## src/rtl/mem_wb_writeback.sv

```systemverilog
`default_nettype none
// ============================================================================
// Module   : mem_wb_writeback
// Brief    : MEM/WB pipeline register, big-endian load alignment with
//            sign/zero extension, writeback mux and retired-instruction
//            counter. Drives the register-file write port directly.
//            Optional macro WB_FWD_EN adds registered copies of the last
//            performed write (fwd_valid / fwd_reg / fwd_data).
// Revision : 1.0 - initial release
// ============================================================================
module mem_wb_writeback #(
  parameter int DATA_W = 32,
  parameter int REG_AW = 5,
  parameter int CNT_W  = 32
) (
  input  logic              clk,
  input  logic              reset,
  input  logic              mem_valid,
  input  logic              mem_RegWrite,
  input  logic              mem_MemtoReg,
  input  logic [1:0]        mem_load_size,
  input  logic              mem_load_unsigned,
  input  logic [1:0]        mem_addr_lo,
  input  logic [DATA_W-1:0] mem_read_data,
  input  logic [DATA_W-1:0] mem_alu_result,
  input  logic [REG_AW-1:0] mem_dest_reg,
  input  logic              stall,
  input  logic              flush,
  output logic [REG_AW-1:0] Write_Reg_Num,
  output logic [DATA_W-1:0] Write_Data,
  output logic              RegWrite_mm_wb,
  output logic              wb_valid,
  output logic              misalign_err,
  output logic [CNT_W-1:0]  retire_count
`ifdef WB_FWD_EN
  ,
  output logic              fwd_valid,
  output logic [REG_AW-1:0] fwd_reg,
  output logic [DATA_W-1:0] fwd_data
`endif
);

  localparam logic [1:0] c_size_byte = 2'b00;
  localparam logic [1:0] c_size_half = 2'b01;

  // WB register fields
  logic              valid_q, valid_d;
  logic              regwrite_q, regwrite_d;
  logic              memtoreg_q, memtoreg_d;
  logic [1:0]        load_size_q, load_size_d;
  logic              load_unsigned_q, load_unsigned_d;
  logic [1:0]        addr_lo_q, addr_lo_d;
  logic [DATA_W-1:0] read_data_q, read_data_d;
  logic [DATA_W-1:0] alu_result_q, alu_result_d;
  logic [REG_AW-1:0] dest_q, dest_d;
  logic              retired_q, retired_d;
  logic [CNT_W-1:0]  retire_count_q, retire_count_d;

  logic              w_misaligned;
  logic              w_retire_now;
  logic              w_write_en;
  logic [7:0]        w_byte_sel;
  logic [15:0]       w_half_sel;
  logic [DATA_W-1:0] w_load_data;

  // The instruction in WB acts only on its first cycle there; a held stall
  // must not repeat the write or the count.
  assign w_retire_now = valid_q & ~retired_q;

  // Half needs 2-byte alignment; word (and reserved size) needs 4-byte.
  assign w_misaligned = memtoreg_q &
                        (((load_size_q == c_size_half) & addr_lo_q[0]) |
                         (load_size_q[1] & (addr_lo_q != 2'b00)));

  assign w_write_en = w_retire_now & regwrite_q & (dest_q != '0) & ~w_misaligned;

  // Next-state for the WB register: flush beats stall beats load
  always_comb begin
    valid_d         = valid_q;
    regwrite_d      = regwrite_q;
    memtoreg_d      = memtoreg_q;
    load_size_d     = load_size_q;
    load_unsigned_d = load_unsigned_q;
    addr_lo_d       = addr_lo_q;
    read_data_d     = read_data_q;
    alu_result_d    = alu_result_q;
    dest_d          = dest_q;
    retired_d       = retired_q;
    if (flush) begin
      valid_d         = 1'b0;
      regwrite_d      = 1'b0;
      memtoreg_d      = 1'b0;
      load_size_d     = 2'b00;
      load_unsigned_d = 1'b0;
      addr_lo_d       = 2'b00;
      read_data_d     = '0;
      alu_result_d    = '0;
      dest_d          = '0;
      retired_d       = 1'b0;
    end else if (stall) begin
      retired_d       = retired_q | valid_q;
    end else begin
      valid_d         = mem_valid;
      regwrite_d      = mem_RegWrite;
      memtoreg_d      = mem_MemtoReg;
      load_size_d     = mem_load_size;
      load_unsigned_d = mem_load_unsigned;
      addr_lo_d       = mem_addr_lo;
      read_data_d     = mem_read_data;
      alu_result_d    = mem_alu_result;
      dest_d          = mem_dest_reg;
      retired_d       = 1'b0;
    end
    retire_count_d = retire_count_q + {{(CNT_W-1){1'b0}}, w_retire_now};
  end

  // WB register and retire counter
  always_ff @(posedge clk) begin
    if (reset) begin
      valid_q         <= 1'b0;
      regwrite_q      <= 1'b0;
      memtoreg_q      <= 1'b0;
      load_size_q     <= 2'b00;
      load_unsigned_q <= 1'b0;
      addr_lo_q       <= 2'b00;
      read_data_q     <= '0;
      alu_result_q    <= '0;
      dest_q          <= '0;
      retired_q       <= 1'b0;
      retire_count_q  <= '0;
    end else begin
      valid_q         <= valid_d;
      regwrite_q      <= regwrite_d;
      memtoreg_q      <= memtoreg_d;
      load_size_q     <= load_size_d;
      load_unsigned_q <= load_unsigned_d;
      addr_lo_q       <= addr_lo_d;
      read_data_q     <= read_data_d;
      alu_result_q    <= alu_result_d;
      dest_q          <= dest_d;
      retired_q       <= retired_d;
      retire_count_q  <= retire_count_d;
    end
  end

  // Big-endian lane select and extension of the loaded word
  always_comb begin
    case (addr_lo_q)
      2'd0:    w_byte_sel = read_data_q[31:24];
      2'd1:    w_byte_sel = read_data_q[23:16];
      2'd2:    w_byte_sel = read_data_q[15:8];
      default: w_byte_sel = read_data_q[7:0];
    endcase
    w_half_sel = addr_lo_q[1] ? read_data_q[15:0] : read_data_q[31:16];
    case (load_size_q)
      c_size_byte: w_load_data = load_unsigned_q ?
                                 {{(DATA_W-8){1'b0}}, w_byte_sel} :
                                 {{(DATA_W-8){w_byte_sel[7]}}, w_byte_sel};
      c_size_half: w_load_data = load_unsigned_q ?
                                 {{(DATA_W-16){1'b0}}, w_half_sel} :
                                 {{(DATA_W-16){w_half_sel[15]}}, w_half_sel};
      default:     w_load_data = read_data_q;
    endcase
  end

  assign Write_Reg_Num  = dest_q;
  assign Write_Data     = memtoreg_q ? w_load_data : alu_result_q;
  assign RegWrite_mm_wb = w_write_en;
  assign wb_valid       = valid_q;
  assign misalign_err   = w_retire_now & w_misaligned;
  assign retire_count   = retire_count_q;

`ifdef WB_FWD_EN
  logic              fwd_valid_q, fwd_valid_d;
  logic [REG_AW-1:0] fwd_reg_q, fwd_reg_d;
  logic [DATA_W-1:0] fwd_data_q, fwd_data_d;

  // Capture each performed write; hold it until the next one
  always_comb begin
    fwd_valid_d = fwd_valid_q;
    fwd_reg_d   = fwd_reg_q;
    fwd_data_d  = fwd_data_q;
    if (w_write_en) begin
      fwd_valid_d = 1'b1;
      fwd_reg_d   = dest_q;
      fwd_data_d  = Write_Data;
    end
  end

  // Forwarding copy registers
  always_ff @(posedge clk) begin
    if (reset) begin
      fwd_valid_q <= 1'b0;
      fwd_reg_q   <= '0;
      fwd_data_q  <= '0;
    end else begin
      fwd_valid_q <= fwd_valid_d;
      fwd_reg_q   <= fwd_reg_d;
      fwd_data_q  <= fwd_data_d;
    end
  end

  assign fwd_valid = fwd_valid_q;
  assign fwd_reg   = fwd_reg_q;
  assign fwd_data  = fwd_data_q;
`endif

endmodule
`default_nettype wire

```

## config.mk

```make
export PLATFORM = sky130hd
export DESIGN_NAME = mem_wb_writeback
export DESIGN_NICKNAME = d
export VERILOG_FILES = /design/src/rtl/mem_wb_writeback.sv
export SDC_FILE = /design/constraint.sdc
export NUM_CORES = 1
export LEC_CHECK = 0
export CORE_AREA = 2 2 124 126
export DETAILED_ROUTE_END_ITERATION = 7
export DIE_AREA = 0 0 126 128
export GPL_TIMING_DRIVEN = 0
export SETUP_SLACK_MARGIN = 0.5
export SLEW_MARGIN = 20
export SYNTH_ARGS = -nofsm -noshare
export SYNTH_HDL_FRONTEND = slang
export SYNTH_SLANG_ARGS = --single-unit
```

## constraint.sdc

```tcl
create_clock -name clk -period 3.8 [get_ports clk]
set_input_delay 0.57 -clock clk [delete_from_list [all_inputs] [get_ports clk]]
set_output_delay 0.57 -clock clk [all_outputs]
set_load 0.01 [all_outputs]
```

==> out/results.ini <==
[logic_synthesis]
synth_edf_count = 0
synth_top_flop_cell = dfxtp_1
ys_ff_latch = 110
syn_area_um2 = 5190
yosysWarnings = 0
yosysSeqAreaShare_pct = 42.4
syn-num-nets = 671
synth_cell_types = 42
synthArstFlopShare_pct = 0
syn_area_per_cell_um2 = 8.84
netlist_instances = 588

[pwr]
cellPowerDensity_nw_per_um2 = 348
switchingPower_uw = 605
combinationalPowerShare_pct = 12.1
switching_share_pct = 23.9
p_clk_share_pct = 40.4
internal_power_uw = 1930
seqPwrFrac_pct = 47.5
vdd_ir_drop_max_uv = 228
leakagePower_uw = 0.00286

[setup_path]
r2r-start = wb_valid
path_class = register to output pin
crit_start = addr_lo_q[1]
worst-path-max-fanout = 10
rrSetupSlack_ns = 1.42
end_kind = output pin
cp.arrival_ns = 2.52
reg2regPathDepth = 8
setup.worst_path.start_class = register
crit_end = Write_Data[6]
crit_required_ns = 3.23
reg2reg_to = retire_count[28]

[timing]
tightest_slew_ns = 0.859
min_period_over_period_pct = 81.4
finalMaxSlewViolations = 0
finalHoldViolCount = 0
max_freq_ghz = 0.323
setup_viol = 0
post-route-min-period_ns = 3.09
grt_setup_unrepaired = false
fin_setup_tns_ns = 0
slew-limit-headroom_pct = 42.7
layout_setup_ws_ns = 0.706
skew_ns = 0.00630

[clock_network]
cts.sinks = 110
tritoncts = done
post_cts_buffers = 0
insertion_delay_ns = 0.35
clk_path_buf_depth = 2
cts_root_buf = clkbuf_16
cts-buffers-inserted = 9
path_clk_slew_ns = 0.07
htreeDepth = 3

[placed_design]
dp_slack_ns = 1.03
dp_hpwl_mm = 12.5
port-buffer-count = 150
gp_congestion = 0.859

[finish]
fin_nets = 832
multi_input_area_um2 = 2800
diodes = 0
fillers = 1430
regArea_um2 = 2200
layout-drive-gt1-share_pct = 4.91
area_delta_synth_final_pct = 39.9

[floorplanning]
rows = 45
start_util_pct = 34.9
io_pins = 153
fp.dieH_um = 128
die_w_um = 126
dieArea_um2 = 16100
core-area_um2 = 14900

[min_path]
hold_path_class = register to register

[status]
status = completed

[routing]
ant_nets = 0
drt_pass1_iterations = 5
drt_iter0_markers = 284
via_count = 4859
routedWlPerCell_um = 17.0
drt_wl_total_mm = 16.0
remaining_drc_errors = 0
via_per_inst = 5.16

[job]
drv_cap = 0

[global_route]
overflow = 0
grt_pass1_vias = 4645
track_usage_pct = 19.5
grt_pass1_wl_mm = 24.7
grt_max_degree = 19
antenna_found_initial = 0

==> cell type report <==
cell class                      instances  share of cell area (%)
Clock buffer                            9                    3.10
Tap cell                              188                    3.24
Buffer                                 44                    2.70
Inverter                                4                   0.207
Multi-Input combinational cell        430                    38.5
Timing Repair Buffer                  150                    20.7
Clock inverter                          7                    1.36
Sequential cell                       110                    30.3
==> power groups by stage <==
stage / Sequential [uW] / Clock, uW / Combinational (uW)
finish: 1200 / 1020 / 307
global placement: 1230 / 0 / 303
detailed placement: 1230 / 0 / 306
floorplan: 1220 / 0 / 146
global route: 1210 / 1090 / 333
CTS: 1200 / 1040 / 307
==> worst max-delay path, stage by stage (launching register included) <==
cell             delay (ns)
dfxtp_1                0.41
clkbuf_1               0.34
clkbuf_1               0.39
a211o_1                0.15
a21oi_1                0.08
o2bb2ai_1              0.22
clkdlybuf4s50_1        0.57
==> synth_stat cells, types with 2 or more instances <==
library cell	n	share of area, %
dfxtp_1	110	42
nor2_1	106	7.7
mux2i_1	80	15
a21oi_1	47	4.5
clkbuf_1	31	2.2
o21ai_0	31	3.0
and3_1	23	2.8
nand2_1	14	1.0
nand3_1	14	1.3
or4_1	12	1.7
xor2_1	10	1.7
o31ai_1	9	1.3
a211o_1	8	1.3
a22oi_1	8	1.2
o21a_1	8	1.2
buf_2	7	0.67
nand3b_1	7	1.0
nand4_1	7	0.84
nor2b_1	7	0.84
o2bb2ai_1	7	1.2
and4_1	5	0.84
inv_1	4	0.29
or3_1	4	0.48
buf_1	3	0.22
xnor2_1	3	0.51
a31oi_1	2	0.24
and2_1	2	0.24
ha_1	2	0.48
mux2_2	2	0.43
nand2_2	2	0.24
nand4_4	2	0.82
==> through the flow <==
stage / std cells / area (um^2) / hold slack [ns] / total power, uW / utilization (%)
finish: 942 / 7270 / 0.493 / 2530 / 48.9
global route: 942 / 7270 / 0.524 / 2630 / 48.9
CTS: 942 / 7260 / 0.500 / 2550 / 48.8
detailed placement: 926 / 6930 / 0.485 / 1530 / 46.6
global placement: 926 / 6930 / 0.470 / 1530 / 46.6
floorplan: 588 / 5190 / 0.458 / 1370 / -
==> worst min path at each step <==
stage / startpoint / to / slack, ns / depth (start not counted)
2_1_floorplan: read_data_q[0] / read_data_q[0] / 0.46 / 2
3_3_place_gp: read_data_q[3] / read_data_q[3] / 0.47 / 2
3_5_place_dp: alu_result_q[13] / alu_result_q[13] / 0.48 / 2
4_1_cts: retire_count[23] / retire_count[23] / 0.50 / 2
5_1_grt: retire_count[27] / retire_count[27] / 0.52 / 2
6_report: retire_count[23] / retire_count[23] / 0.49 / 2
==> cells in the final DEF (no fill, tap or decap), drive strengths merged, types with 2 or more instances in the layout <==
| cell | count |
|---|---|
| a211o | 8 |
| a21oi | 47 |
| a22oi | 8 |
| a31oi | 2 |
| and2 | 2 |
| and3 | 23 |
| and4 | 5 |
| buf | 13 |
| bufinv | 2 |
| clkbuf | 40 |
| clkdlybuf4s50 | 150 |
| clkinv | 4 |
| dfxtp | 110 |
| ha | 2 |
| inv | 4 |
| mux2 | 2 |
| mux2i | 80 |
| nand2 | 16 |
| nand3 | 14 |
| nand3b | 7 |
| nand4 | 10 |
| nor2 | 106 |
| nor2b | 7 |
| o21a | 8 |
| o21ai | 31 |
| o2bb2ai | 7 |
| o31ai | 9 |
| or3 | 4 |
| or4 | 12 |
| xnor2 | 3 |
| xor2 | 10 |
==> flip-flops by register name, indices dropped and copies added (netlist names) <==
| signal | count |
|---|---|
| alu_result_q | 32 |
| read_data_q | 32 |
| retire_count | 32 |
| Write_Reg_Num | 5 |
| addr_lo_q | 2 |
| load_size_q | 2 |
| load_unsigned_q | 1 |
| memtoreg_q | 1 |
| regwrite_q | 1 |
| retired_q | 1 |
| wb_valid | 1 |
==> routing by layer <==
metal  vias to the layer above  GRT usage [%]  share of wire (%)
met3                        16           3.84                5.1
met1                      2292           26.0                 46
met4                         0           6.53                1.6
met5                         -              0                  0
li1                       2419              -                  -
met2                       132           31.8                 47
==> logic make-up after synthesis <==
| kind of cell | after synthesis | synth area share (%) |
|---|---|---|
| compound gates | 123 | 14.4 |
| xor+xnor | 13 | 2.19 |
| fa+ha+maj | 2 | 0.482 |
| buf+inv | 48 | 4.07 |
| flops | 110 | 42.4 |
| mux | 82 | 15.8 |
| simple gates | 210 | 20.7 |
==> repair_timing <==
action | CTS | global route
gates resized for setup | 0 | 2
hold buffers | 0 | 0
setup endpoints to repair | 0 | 18
(Power assumes the default switching activity.)
